<file path="config.mk">
export PLATFORM = sky130hd
export DESIGN_NAME = res_packer
export DESIGN_NICKNAME = d
export VERILOG_FILES = /design/src/rtl/res_packer.sv
export SDC_FILE = /design/constraint.sdc
export NUM_CORES = 1
export LEC_CHECK = 0
export CAP_MARGIN = 20
export CELL_PAD_IN_SITES_DETAIL_PLACEMENT = 1
export CELL_PAD_IN_SITES_GLOBAL_PLACEMENT = 2
export CORE_MARGIN = 8
export CORE_UTILIZATION = 46
export CTS_BUF_LIST = sky130_fd_sc_hd__clkbuf_4 sky130_fd_sc_hd__clkbuf_8
export DETAILED_ROUTE_END_ITERATION = 8
export GPL_ROUTABILITY_DRIVEN = 0
export PLACE_DENSITY_LB_ADDON = 0.3
export SLEW_MARGIN = 10
export SYNTH_ARGS = -nofsm -noshare
export SYNTH_HDL_FRONTEND = slang
export SYNTH_SLANG_ARGS = --single-unit
</file>
<file path="constraint.sdc">
create_clock -name clk_i -period 11.56 [get_ports clk_i]
set_clock_uncertainty 0.2 [all_clocks]
set_input_delay 2.312 -clock clk_i [delete_from_list [all_inputs] [get_ports clk_i]]
set_output_delay 2.312 -clock clk_i [all_outputs]
set_load 0.02 [all_outputs]
</file>
<file path="src/rtl/res_packer.sv">
// Purpose : packs 8-bit bfm result samples into 255-bit words and queues them for the result sink.
// Latency : a word-completing sample accepted in cycle N is visible on word_valid_o in cycle N+1.
// Backpr. : word_ready_i stalls the word FIFO; when full, a completed word parks in HOLD and res_ready_o drops.
//
// Ports   : clk_i/reset_i (sync, active-low); res_i/res_valid_i/res_last_i/res_ready_o sample input;
//           word_o/word_valid_o/word_ready_i/word_last_o packed-word output; fill_cnt_o partial-word
//           sample count; overflow_o sticky drop flag.
// Option  : RES_PACKER_PARITY_EN adds word_par_o (stored head-word parity) and par_err_inj_i.

// Generic synchronous FIFO: valid/ready on the read side, full flag on the write side.
// Head data is forced to zero while empty so the output is defined out of reset.
module res_packer_fifo #(
    parameter int W     = 8,
    parameter int DEPTH = 4
) (
    input  logic         clk_i,
    input  logic         reset_i,
    input  logic         in_vld,
    input  logic [W-1:0] in_dat,
    output logic         full,
    output logic         out_vld,
    input  logic         out_rdy,
    output logic [W-1:0] out_dat
);
    localparam int AW = $clog2(DEPTH);
    localparam int CW = $clog2(DEPTH + 1);

    logic [W-1:0]  mem [DEPTH];
    logic [AW-1:0] wr_ptr;
    logic [AW-1:0] rd_ptr;
    logic [CW-1:0] count;
    logic          push;
    logic          pop;

    assign full    = (count == CW'(DEPTH));
    assign out_vld = (count != '0);
    assign pop     = out_vld & out_rdy;
    // A write while full is only legal when the head leaves in the same cycle.
    assign push    = in_vld & (~full | pop);
    assign out_dat = out_vld ? mem[rd_ptr] : '0;

    always_ff @(posedge clk_i) begin
        if (push) begin
            mem[wr_ptr] <= in_dat;
        end
    end

    always_ff @(posedge clk_i) begin
        if (!reset_i) begin
            wr_ptr <= '0;
            rd_ptr <= '0;
            count  <= '0;
        end else begin
            if (push) begin
                wr_ptr <= wr_ptr + AW'(1);
            end
            if (pop) begin
                rd_ptr <= rd_ptr + AW'(1);
            end
            count <= count + CW'(push) - CW'(pop);
        end
    end
endmodule

module res_packer #(
    parameter int DATA_W         = 8,
    parameter int WORD_W         = 255,
    parameter int BYTES_PER_WORD = 32,
    parameter int DEPTH          = 4
) (
    input  logic              clk_i,
    input  logic              reset_i,
    input  logic [DATA_W-1:0] res_i,
    input  logic              res_valid_i,
    input  logic              res_last_i,
    output logic              res_ready_o,
    output logic [WORD_W-1:0] word_o,
    output logic              word_valid_o,
    input  logic              word_ready_i,
    output logic              word_last_o,
    output logic [5:0]        fill_cnt_o,
    output logic              overflow_o
`ifdef RES_PACKER_PARITY_EN
    ,
    output logic              word_par_o,
    input  logic              par_err_inj_i
`endif
);
    localparam int PACK_W = BYTES_PER_WORD * DATA_W;
    localparam logic [5:0] LAST_IDX = 6'(BYTES_PER_WORD - 1);
`ifdef RES_PACKER_PARITY_EN
    localparam int FW = WORD_W + 2;
`else
    localparam int FW = WORD_W + 1;
`endif

    typedef enum logic {
        S_FILL,
        S_HOLD
    } state_t;

    state_t            state_q, state_d;
    logic [WORD_W-1:0] acc_q, acc_d;
    logic              last_q, last_d;
    logic [5:0]        fill_q, fill_d;
    logic              overflow_q;

    logic              accept;
    logic              complete;
    logic [WORD_W-1:0] merged;
    logic              push_vld;
    logic [WORD_W-1:0] push_word;
    logic              push_last;
    logic              fifo_full;
    logic              pop;
    logic              space;
    logic [FW-1:0]     push_dat;
    logic [FW-1:0]     head_dat;

    assign res_ready_o = (state_q == S_FILL);
    assign accept      = res_valid_i & res_ready_o;
    assign complete    = accept & (res_last_i | (fill_q == LAST_IDX));
    assign pop         = word_valid_o & word_ready_i;
    assign space       = ~fifo_full | pop;

    // Sample k lands at bits [8k+7:8k]; the top bit of the final sample falls off the 255-bit word.
    assign merged = acc_q | WORD_W'(PACK_W'(res_i) << (DATA_W * int'(fill_q)));

    always_comb begin
        state_d   = state_q;
        acc_d     = acc_q;
        last_d    = last_q;
        fill_d    = fill_q;
        push_vld  = 1'b0;
        push_word = merged;
        push_last = res_last_i;
        case (state_q)
            S_FILL: begin
                if (accept) begin
                    if (complete) begin
                        fill_d = '0;
                        if (space) begin
                            push_vld = 1'b1;
                            acc_d    = '0;
                        end else begin
                            // Park the finished word in the accumulator until the FIFO frees a slot.
                            state_d = S_HOLD;
                            acc_d   = merged;
                            last_d  = res_last_i;
                        end
                    end else begin
                        acc_d  = merged;
                        fill_d = fill_q + 6'd1;
                    end
                end
            end
            S_HOLD: begin
                push_word = acc_q;
                push_last = last_q;
                if (space) begin
                    push_vld = 1'b1;
                    acc_d    = '0;
                    last_d   = 1'b0;
                    state_d  = S_FILL;
                end
            end
            default: begin
                state_d = S_FILL;
            end
        endcase
    end

    always_ff @(posedge clk_i) begin
        if (!reset_i) begin
            state_q    <= S_FILL;
            acc_q      <= '0;
            last_q     <= 1'b0;
            fill_q     <= '0;
            overflow_q <= 1'b0;
        end else begin
            state_q <= state_d;
            acc_q   <= acc_d;
            last_q  <= last_d;
            fill_q  <= fill_d;
            if (res_valid_i & ~res_ready_o) begin
                overflow_q <= 1'b1;
            end
        end
    end

`ifdef RES_PACKER_PARITY_EN
    assign push_dat = {(^push_word) ^ par_err_inj_i, push_last, push_word};
    assign {word_par_o, word_last_o, word_o} = head_dat;
`else
    assign push_dat = {push_last, push_word};
    assign {word_last_o, word_o} = head_dat;
`endif

    res_packer_fifo #(
        .W     (FW),
        .DEPTH (DEPTH)
    ) u_word_fifo (
        .clk_i   (clk_i),
        .reset_i (reset_i),
        .in_vld  (push_vld),
        .in_dat  (push_dat),
        .full    (fifo_full),
        .out_vld (word_valid_o),
        .out_rdy (word_ready_i),
        .out_dat (head_dat)
    );

    assign fill_cnt_o = fill_q;
    assign overflow_o = overflow_q;
endmodule

</file>
After elaboration in Yosys (flattened, before gate mapping)
Memory sizes are Yosys's and may differ from the RTL's. A register that Yosys moved wholly into a read port is not among the register bits.
Cells that the tools add are included.
Storage, ports and cells
  input port bits: 13
  memories kept: 1
  output and inout port bits: 265
  register bits after elaboration: 271
  bits in writable memories: 1024
  word-level logic and storage cells: 61
Memory list
  u_word_fifo.mem: words 4, width 256, rd ports 1, clocked after memory_dff 1, write ports 1, RTL line 28  | logic [W-1:0] mem [DEPTH];
Cells by class
  muxes and demuxes: 26
  equality and inequality tests: 6
  add/sub/neg operators: 5
  reduce and logical (&&, ||, !) cells: 4
  shift operators: 1
  bitwise logic cells: 10
Operator list (number)
  $mux 255: 5
  $pmux 255 s2: 1
  $mux 256: 1
  $or 255x255->255: 1
  $shl 8x9->255: 1
  $mux 1: 13
  $add 6x1->6 const B: 1
  $eq 6x5->1 const B: 1
  $mux 6: 1
  $ne 2x1->1 const B: 3
  $pmux 1 s2: 3
  $and 1x1->1: 5
  $add 2x1->2 const B: 2
  $mux 2: 2
  $reduce_and 2->1: 2
  $reduce_and 4->1: 1
  $add 3x1->3: 1
  $eq 3x3->1 const B: 1
  $reduce_bool 3->1: 1
  $sub 3x1->3: 1
  $ne 2x2->1 const B: 1
  $not 1->1: 2
  $or 1x1->1: 2

Longest topological paths before layout
  word-level depth: 10
  gate-level depth with buffers: 11
  mapped depth without buffers: 10

Modules after synthesis
From an unflattened synthesis, not the netlist that was laid out.
Unflattened totals
  cell total of the unflattened synthesis: 2870
  area total of the unflattened synthesis: 50518.5 µm²
Modules (own cells, without submodules)
  res_packer_fifo: times used 1, cells each 1672, sequential area each 30929.7 µm², area an instance 39350.2 µm²
  res_packer: times used 1, cells each 1198, sequential area each 5285.1 µm², area an instance 11168.2 µm²

Worst setup path after synthesis
No wires, ideal clock.
  kind: input-to-reg
  from: input res_valid_i
  to: memory u_word_fifo.mem[0][0] in the netlist's numbering, enable pin
  path buffers: 1
  required time: 10711 ps
  arrival: 9024 ps
  slack: 1686 ps
  stages: 5
  library setup time: 649 ps
  path through: buf_2 nor2b_1 a31oi_1 nor2_1 and2_1
On the way
  cells in the longest elaborated chain, start to end: 8
Ends and longest elaborated chain
  from (decl): RTL line 74  | input logic res_valid_i,
  $and 1x1->1 (*): RTL line 121  | assign accept = res_valid_i & res_ready_o;
  $and 1x1->1: RTL line 122  | assign complete = accept & (res_last_i | (fill_q == LAST_IDX));
  $mux 1: RTL line 140  | if (complete) begin
  $mux 1 (*): RTL line 139  | if (accept) begin
  $pmux 1 s2 (*): RTL line 137  | case (state_q)
  $and 1x1->1 (*): RTL line 39  | assign push = in_vld & (~full | pop);
  via u_word_fifo.push: RTL line 32  | logic push;
  $mux 1 (*): RTL line 43  | if (push) begin
  $mux 1 (implied by the code) (*): RTL line 44  | mem[wr_ptr] <= in_dat;
  to (decl): RTL line 28
The timed path passes the listed nets; every way through them passes the cells marked *.

Worst setup path after layout
  from: register u_word_fifo.count[1]
  to: output word_o[250]
On the way
  cells in the longest elaborated chain, start to end: 2
Ends and longest elaborated chain
  from (decl): RTL line 31  | logic [CW-1:0] count;
  from (signal assigned): RTL line 60  | count <= count + CW'(push) - CW'(pop);
  $reduce_bool 3->1: RTL line 36  | assign out_vld = (count != '0);
  $mux 256: RTL line 40  | assign out_dat = out_vld ? mem[rd_ptr] : '0;
  to (decl): RTL line 77  | output logic [WORD_W-1:0] word_o,
Every way passes these cells.

==> run_results.csv <==
group,metric,value,unit
sta,fmax,138,MHz
die,io_pins,278,
synth,ys_seq_area_share,72.6,%
power_and_ir_drop,p_leak,0.0197,uW
synth,synth_flop_cell,"edfxtp_1",
worst_setup_path,cp.required,9050,ps
worst_setup_path,reg2reg_depth,5,
cts,clock_latency,860,ps
synth,synth_enable_flop_cells,1024,
synth,synth_area_leaders,"edfxtp_1 62%, mux4_2 12%, dfxtp_1 11%",
global_route,grt_max_degree,183,
global_route,grt_first_pass_wirelength,202,mm
job,drv_cap,0,
routing,drt-pass1-iter-count,5,
cts,htreeDepth,4,
die,std_cell_rows,120,
synth,syn_inst,2987,
die,start_util,46.4,%
global_route,grt_pass1_vias,30100,
worst_setup_path,cp-end-kind,"primary output",
synth,synth_cell_types,41,
synth,synthesis.area,49800,um^2
hold_path,min_path_type,"flop to flop",
cts,post-cts-setup-buffer-count,0,
cts,hold_buffers,0,
synth,post-synth-top-count-cell,"edfxtp_1",
routing,via_count,28100,
routing,wl_per_cell,28.1,um
synth,yosys_warnings,0,
synth,synth-async-reset-ratio,0,%
finish,final_util,54.5,%
cts,clkTransAtPathRegs,60,ps
sta,post-route-period-util,62.5,%
synth,avgSynthCellArea,16.7,um^2
placement,portBuffers,277,
worst_setup_path,worst_ep_arrival_time,4710,ps
power_and_ir_drop,cellPowerDensity,220,nW/um^2
routing,drtIter0Drc,2302,
sta,max-slew-margin-rel,18.5,%
synth,syn_nets,3008,
sta,setup_viol,0,
cts,cts_made_buffers,206,
routing,ant_nets,0,
finish,areaGrowthSynthToFinish,17.3,%
finish,fillers,9870,
worst_setup_path,cp_max_fo,96,
global_route,grt_usage,22.5,%
worst_setup_path,critical_path_class,"flop to primary output",
power_and_ir_drop,peakVddDrop,0.211,mV
die,chipWidth,345,um
sta,hold_viol,0,
finish,num-nets-final,3318,
synth,synth-seq-cells,1297,
sta,worstMarginPinSlew,1220,ps
sta,tns,0,ps
die,core_area,107000,um^2
cts,cts_sinks,1297,
routing,drc,0,
die,die_h,345,um
cts,cts_root_buffer,"clkbuf_8",
sta,rsz0062_at_grt,"false",
worst_setup_path,startpoint_type,"flop",
sta,period_minus_slack,7220,ps
outcome,status,"completed",
global_route,antenna_found_initial,8,
finish,layout-drive-gt1-share,19.8,%
global_route,overflow,0,
sta,whs,260,ps
cts,cts.path.max_buffers,3,
sta,slew_viol_final,0,
hold_path,hold_path_depth,2,
cts,ctsResizeCount,0,
routing,routed_via_density,5.75,
die,die_area,119000,um^2
synth,synth_top_area_share,61.7,%
placement,dp_hpwl,83.9,mm
synth,synth_commonest_cells,"1024 x edfxtp_1, 289 x and2_1, 276 x nor2_1",
synth,synth_largest_area_cell,"edfxtp_1",
routing,wl,137,mm
cts,cts_tree,"yes",
## per-layer routing
layer | track usage, % | vias up | part of all wire (%)
li1 | - | 12000 | -
met1 | 30.3 | 14900 | 42
met3 | 4.04 | 186 | 6.1
met2 | 37.9 | 990 | 49
met5 | 0 | - | 0.017
met4 | 6.10 | 4 | 2.0
## critical path, cell delays in order, from the launching register on
cell             delay [ps]
dfxtp_1                 460
or3_4                   610
buf_4                   680
buf_4                   760
and2_1                  460
clkdlybuf4s50_1         690
## cells by family after synthesis
| logic type | after synthesis | share of synthesized area (%) |
|---|---|---|
| muxes | 258 | 11.6 |
| adders and majority gates | 8 | 0.216 |
| xor gates and xnor gates | 8 | 0.141 |
| AOI/OAI and AO/OA | 535 | 6.87 |
| and+or+nand+nor | 656 | 6.66 |
| DFF | 1297 | 72.6 |
| buffers and inverters | 225 | 1.86 |
## flip-flops by register name (all words and copies together), names as in the netlist, named ones only
register	cells
acc_q	255
fill_cnt_o	6
last_q	1
overflow_o	1
state_q	1
u_word_fifo.count	3
u_word_fifo.mem	1024
u_word_fifo.rd_ptr	2
u_word_fifo.wr_ptr	2
## final timing paths
check	from	to	slack (ps)
worst max-delay path	u_word_fifo.count[1]	word_o[250]	4340
worst min-delay path	acc_q[214]	acc_q[214]	260
worst max register to register	fill_cnt_o[4]	u_word_fifo.mem[1][32]	7050
worst min register to register	acc_q[214]	acc_q[214]	260
## cell usage in the layout (no fill, tap or decap), types with 8 or more instances in the layout
master / Yosys / routed
mux4_2: 256 / 256
a31oi_1: 13 / 13
clkinv_1: 0 / 28
edfxtp_1: 1024 / 1024
o21bai_1: 190 / 190
and3_1: 8 / 8
clkinv_2: 0 / 14
a21o_1: 68 / 68
and2_1: 289 / 285
nand2_1: 48 / 46
clkbuf_8: 0 / 239
dfxtp_1: 273 / 271
clkbuf_4: 0 / 89
buf_4: 0 / 35
nor2_1: 276 / 276
clkdlybuf4s50_1: 0 / 277
a21oi_1: 245 / 245
## through the flow
stage	total power (uW)	area [um^2]	setup WS, ps	instances
3_5_place_dp	8950	54000	4930	4491
6_report	12900	58500	4340	4883
2_1_floorplan	7370	49800	1690	2987
3_3_place_gp	8920	54000	5050	4491
4_1_cts	13100	58500	4080	4880
5_1_grt	13400	58500	4000	4882
## cell type report
| cell class | instances | area [um^2] | share of cell area, % |
|---|---|---|---|
| flip-flops and latches | 1297 | 36200 | 61.9 |
| clock inverters | 61 | 488 | 0.834 |
| inverters | 7 | 26.3 | 0.0449 |
| repair buffers | 320 | 3200 | 5.48 |
| multi-input cells | 1465 | 12800 | 21.9 |
| well taps | 1403 | 1760 | 3.00 |
| diodes | 2 | 5.00 | 0.00856 |
| clock buffers | 328 | 3960 | 6.77 |
## power breakdown
part,switching [uW],internal (uW),leakage [uW]
clock,1780,2330,0.00236
combinational,1910,1620,0.00548
sequential,78.5,5150,0.0119
(Power assumes the default switching activity.)
